==> config.mk <==
export PLATFORM = sky130hd
export DESIGN_NAME = io_ports
export DESIGN_NICKNAME = d
export VERILOG_FILES = /design/src/rtl/io_ports.sv
export SDC_FILE = /design/constraint.sdc
export NUM_CORES = 1
export LEC_CHECK = 0
export CORE_ASPECT_RATIO = 1.2
export CORE_MARGIN = 1
export CORE_UTILIZATION = 60
export CTS_CLUSTER_SIZE = 8
export DETAILED_ROUTE_END_ITERATION = 8
export DONT_BUFFER_PORTS = 1
export PLACE_DENSITY = 0.76
export SKIP_CTS_REPAIR_TIMING = 1
export SYNTH_ARGS = -nofsm -noshare
export SYNTH_HDL_FRONTEND = slang
export SYNTH_SLANG_ARGS = --single-unit
export TNS_END_PERCENT = 30
==> constraint.sdc <==
create_clock -name clk -period 1.6 [get_ports clk]
set_input_delay 0.16 -clock clk [delete_from_list [all_inputs] [get_ports clk]]
set_output_delay 0.16 -clock clk [all_outputs]
set_load 0.02 [all_outputs]
==> src/rtl/io_ports.sv <==
// Multi-channel I/O port for the tiny16 bus: output latches, synchronised input with change detect, status/irq.
// Define IO_PORTS_DEBOUNCE_EN to compile in the input debounce counter.
module io_ports #(
    parameter int DATA_WIDTH      = 16,
    parameter int OUT_CHANNELS    = 2,
    parameter int OUT_WIDTH       = 8,
    parameter int IN_WIDTH        = 8,
    parameter int DEBOUNCE_CYCLES = 1000
) (
    input  logic                              clk,
    input  logic                              rst,
    input  logic                              in_en,
    input  logic                              out_en,
    input  logic [3:0]                        sel,
    input  logic [DATA_WIDTH-1:0]             in,
    output logic [DATA_WIDTH-1:0]             out,
    input  logic [IN_WIDTH-1:0]               pins_in,
    output logic [OUT_CHANNELS*OUT_WIDTH-1:0] pins_out,
    output logic                              irq
);

    localparam logic [3:0] SEL_INPUT  = 4'd14;
    localparam logic [3:0] SEL_STATUS = 4'd15;

    if (DATA_WIDTH < 9 || DATA_WIDTH < OUT_WIDTH || DATA_WIDTH < IN_WIDTH ||
        OUT_CHANNELS < 1 || OUT_CHANNELS > 14 || DEBOUNCE_CYCLES < 2) begin : g_bad_params
        $error("io_ports: illegal parameter combination");
    end

    logic [IN_WIDTH-1:0] sync_meta;
    logic [IN_WIDTH-1:0] sync;
    logic [IN_WIDTH-1:0] acc;
    logic [IN_WIDTH-1:0] acc_prev;
    logic                pending;
    logic                lost;
    logic                mask;
    logic                status_wr;
    logic                clr_pend;
    logic                clr_lost;
    logic                acc_change;
    logic                unused_in;

    assign unused_in = ^in;

    // Each channel owns its latch; pins_out doubles as the read-back source.
    for (genvar k = 0; k < OUT_CHANNELS; k++) begin : g_chan
        logic [OUT_WIDTH-1:0] latch_q;

        always_ff @(posedge clk) begin
            if (!rst) begin
                latch_q <= '0;
            end else if (in_en && sel == 4'(k)) begin
                latch_q <= in[OUT_WIDTH-1:0];
            end
        end

        assign pins_out[k*OUT_WIDTH +: OUT_WIDTH] = latch_q;
    end

    always_ff @(posedge clk) begin
        if (!rst) begin
            sync_meta <= '0;
            sync      <= '0;
        end else begin
            sync_meta <= pins_in;
            sync      <= sync_meta;
        end
    end

`ifdef IO_PORTS_DEBOUNCE_EN
    localparam int CNT_W = $clog2(DEBOUNCE_CYCLES + 1);

    logic [CNT_W-1:0]    db_count;
    logic [IN_WIDTH-1:0] acc_q;

    // sync_meta != sync means sync takes a new value at this edge, restarting the stability window.
    always_ff @(posedge clk) begin
        if (!rst) begin
            db_count <= '0;
            acc_q    <= '0;
        end else if (sync == acc_q || sync_meta != sync) begin
            db_count <= '0;
        end else if (db_count == CNT_W'(DEBOUNCE_CYCLES - 1)) begin
            acc_q    <= sync;
            db_count <= '0;
        end else begin
            db_count <= db_count + CNT_W'(1);
        end
    end

    assign acc = acc_q;
`else
    assign acc = sync;
`endif

    assign status_wr  = in_en && (sel == SEL_STATUS);
    assign clr_pend   = status_wr && in[0];
    assign clr_lost   = status_wr && in[1];
    assign acc_change = (acc != acc_prev);

    // A change always wins over a clear; a change that collides with a pending clear leaves lost alone.
    always_ff @(posedge clk) begin
        if (!rst) begin
            acc_prev <= '0;
            pending  <= 1'b0;
            lost     <= 1'b0;
            mask     <= 1'b0;
        end else begin
            acc_prev <= acc;
            if (acc_change) begin
                pending <= 1'b1;
            end else if (clr_pend) begin
                pending <= 1'b0;
            end
            if (acc_change && !clr_pend && pending) begin
                lost <= 1'b1;
            end else if (clr_lost && !(acc_change && clr_pend)) begin
                lost <= 1'b0;
            end
            if (status_wr) begin
                mask <= in[8];
            end
        end
    end

    assign irq = pending & mask;

    always_comb begin
        out = '0;
        if (out_en) begin
            if (sel == SEL_INPUT) begin
                out[IN_WIDTH-1:0] = acc;
            end else if (sel == SEL_STATUS) begin
                out[0] = pending;
                out[1] = lost;
                out[8] = mask;
            end else begin
                for (int k = 0; k < OUT_CHANNELS; k++) begin
                    if (sel == 4'(k)) begin
                        out[OUT_WIDTH-1:0] = pins_out[k*OUT_WIDTH +: OUT_WIDTH];
                    end
                end
            end
        end
    end

endmodule

==> flow_metrics.tcl <==
set metrics [dict create \
    yosysSeqAreaShare_pct 47.8 \
    crit_fanout 3 \
    syn_inst 182 \
    nets 244 \
    power_density_nw_per_um2 844 \
    wl_per_cell_um 15.3 \
    critical_path_required_ns 1.44 \
    utilization_pct 76.4 \
    place_area_um2 1830 \
    post-route-period-util_pct 95.8 \
    numCtsBuffers 5 \
    diodes 0 \
    dp_hpwl_um 2380 \
    synth.avg_cell_area_um2 9.89 \
    p_leak_nw 0.857 \
    ys_warn_count 0 \
    drc 0 \
    setup_ws_ns 0.0678 \
    hold_class "primary input to flip-flop" \
    violations "negative hold slack" \
    fin_crit_ns 1.53 \
    cp.arrival_ns 1.37 \
    fin_area_um2 2150 \
    cts-root-buf "clkbuf_4" \
    initial_core_util_pct 64.0 \
    clkPwrFrac_pct 28.1 \
    area_growth_pct 19.3 \
    synth_top_family_by_area "simple AND/OR/NAND/NOR gates" \
    vdd_ir_drop_max_mv 0.879 \
    synth_fa_ha_area_share_pct 0 \
    synth-edff-count 0 \
    synth_compound_area_share_pct 9.74 \
    worstSkewPairLatency_ns 0.35 \
    synth-main-ff-cell "dfxtp_1" \
    crit_buf_inv 1 \
    core_um2 2810 \
    first_iter_violations 35 \
    yosys.area_share.simple_pct 26.6 \
    p_switching_w 0.000444 \
    cts.clk_slew.worst_paths_ns 0.12 \
    cp_slowest_stage_delay_ns 0.40 \
    finalMaxSlewViolations 0 \
    vias 1373 \
    hold_violations 1 \
    num_io_pins 65 \
    drive_gt1_share_pct 14.1 \
    clock.fmax_mhz 653 \
    synthTopCellsByArea "dfxtp_1 48%, and2_1 9.4%, mux2i_1 6.7%" \
    p_int_w 0.00137 \
    seqPwrFrac_pct 62.6 \
    synth.area.mux_share_pct 6.68 \
    grt_pass1_wl_um 5090 \
    cpMaxStageDelayCell "dfxtp_1" \
    die_w_um 52.0 \
    routed_wirelength_um 3770 \
    cts_tree "built" \
    outcome "finished, violations left" \
    synthXorXnorAreaFrac_pct 3.89 \
    finalSetupTns_ns 0 \
    rsz0062_at_grt "no" \
    setup_violations 0 \
    synth_top_area_share_pct 47.8 \
    synth.distinct_cells 26 \
    drv_cap 0 \
    port_buffers 0 \
    dr.pass1.iters 4 \
    die-area_um2 3220 \
    start_kind "flip-flop" \
    fp.dieH_um 62.0 \
    gp_congestion 0.750 \
    antenna_left 0 \
    swShare_pct 24.5 \
    fin_skew_ns 0.00655 \
    ys_ff_latch 43 \
    overflow 0 \
    p_comb_share_pct 9.3 \
    dp_slack_ns 0.361 \
    cp_top_family "flip-flops" \
    synthesis.area_um2 1800 \
    crit_type "flip-flop to output pin" \
    grt_pass1_vias 1203 \
    grt_max_degree 45 \
    layout_commonest_cell "dfxtp_1" \
    crit_chain "and3_1, a221oi_1, nor2b_1, buf_4" \
    avgViaCountPerCell 5.56 \
    ys_async_sr_fraction_pct 0 \
    grt_util_all_layers_pct 22.6 \
    end_kind "output pin" \
    clk_path_buf_depth 2 \
    grt_antenna_before_repair 0 \
    cts.sinks 43 \
    ctsHtreeMaxLevel 2 \
    rows 21 \
    yosys.area.top_type "dfxtp_1" \
    hold_ws_ns -0.0111 \
    n_fill_cell 211 \
    final_cell_mix "35 x dfxtp_1, 27 x and2_1, 22 x dlygate4sd3_1, 14 x nor2b_1, 12 x mux2i_1" \
]
cell families (layout without fill, tap and decap cells):
| kind of cell | Yosys count | after routing |
|---|---|---|
| and+or+nand+nor | 80 | 80 |
| DFF | 43 | 43 |
| muxes | 12 | 12 |
| AOI/OAI and AO/OA | 24 | 24 |
| other | 1 | 7 |
| xor gates and xnor gates | 8 | 8 |
| buffers and inverters | 14 | 39 |
metal layers:
layer	track usage (%)	routed length (µm)
met1	22.5	1480
met2	38.6	1970
met3	9.49	262
met4	15.4	59
met5	0	0
power by group through the flow:
stage | clock (W) | combinational [W] | sequential (W)
after floorplan | 0 | 0.000125 | 0.00115
after global placement | 0 | 0.000106 | 0.00116
after detailed placement | 0 | 0.000110 | 0.00116
after CTS | 0.000532 | 0.000110 | 0.00114
after global routing | 0.000572 | 0.000186 | 0.00114
final | 0.000509 | 0.000168 | 0.00114
registers in the layout, indices dropped and copies added, names as in the netlist:
signal          cells
acc                 8
acc_prev            8
g_chan.latch_q     16
lost                1
mask                1
pending             1
sync_meta           8
synthesized netlist by cell type, types with 2 or more instances:
cell and n:
and3_1 6, mux2i_1 12, o21ai_0 4, nor2b_1 14, nand3_1 11, a21boi_1 8
nand2_1 11, a21boi_0 3, o22ai_1 2, buf_4 8, nor2_1 4, clkbuf_1 4
a221oi_1 6, and2_1 27, xnor2_1 8, nand4_1 2, dfxtp_1 43
area by class of cell:
type,instances,area [µm²],area share (%)
timing repair buffer,31,300,14.0
clock inverter,2,12.5,0.583
sequential,43,873,40.7
clock buffer,6,41.3,1.92
multi-input combinational,131,877,40.9
tap,34,42.5,1.98
metrics by stage:
| stage | hold slack (ns) | total power, W | instances |
|---|---|---|---|
| detailed placement | 0.288 | 0.00127 | 216 |
| floorplan | 0.287 | 0.00128 | 188 |
| global placement | 0.285 | 0.00126 | 216 |
| CTS | -0.0942 | 0.00178 | 224 |
| finish | -0.0111 | 0.00181 | 247 |
| global route | 0.0109 | 0.00190 | 247 |
path summary, 6_finish.rpt:
check / start / to / slack, ns / depth (start not counted)
max: g_chan[1].latch_q[5]$_SDFFE_PN0P_ / out[5] / 0.07 / 4
min: in[2] / g_chan[1].latch_q[2]$_SDFFE_PN0P_ / -0.01 / 2
max reg2reg: acc[3]$_SDFF_PN0_ / lost$_SDFFE_PN0P_ / 0.57 / 4
min reg2reg: sync_meta[4]$_SDFF_PN0_ / acc[4]$_SDFF_PN0_ / 0.44 / 1
Power figures use the tool's default switching activity.
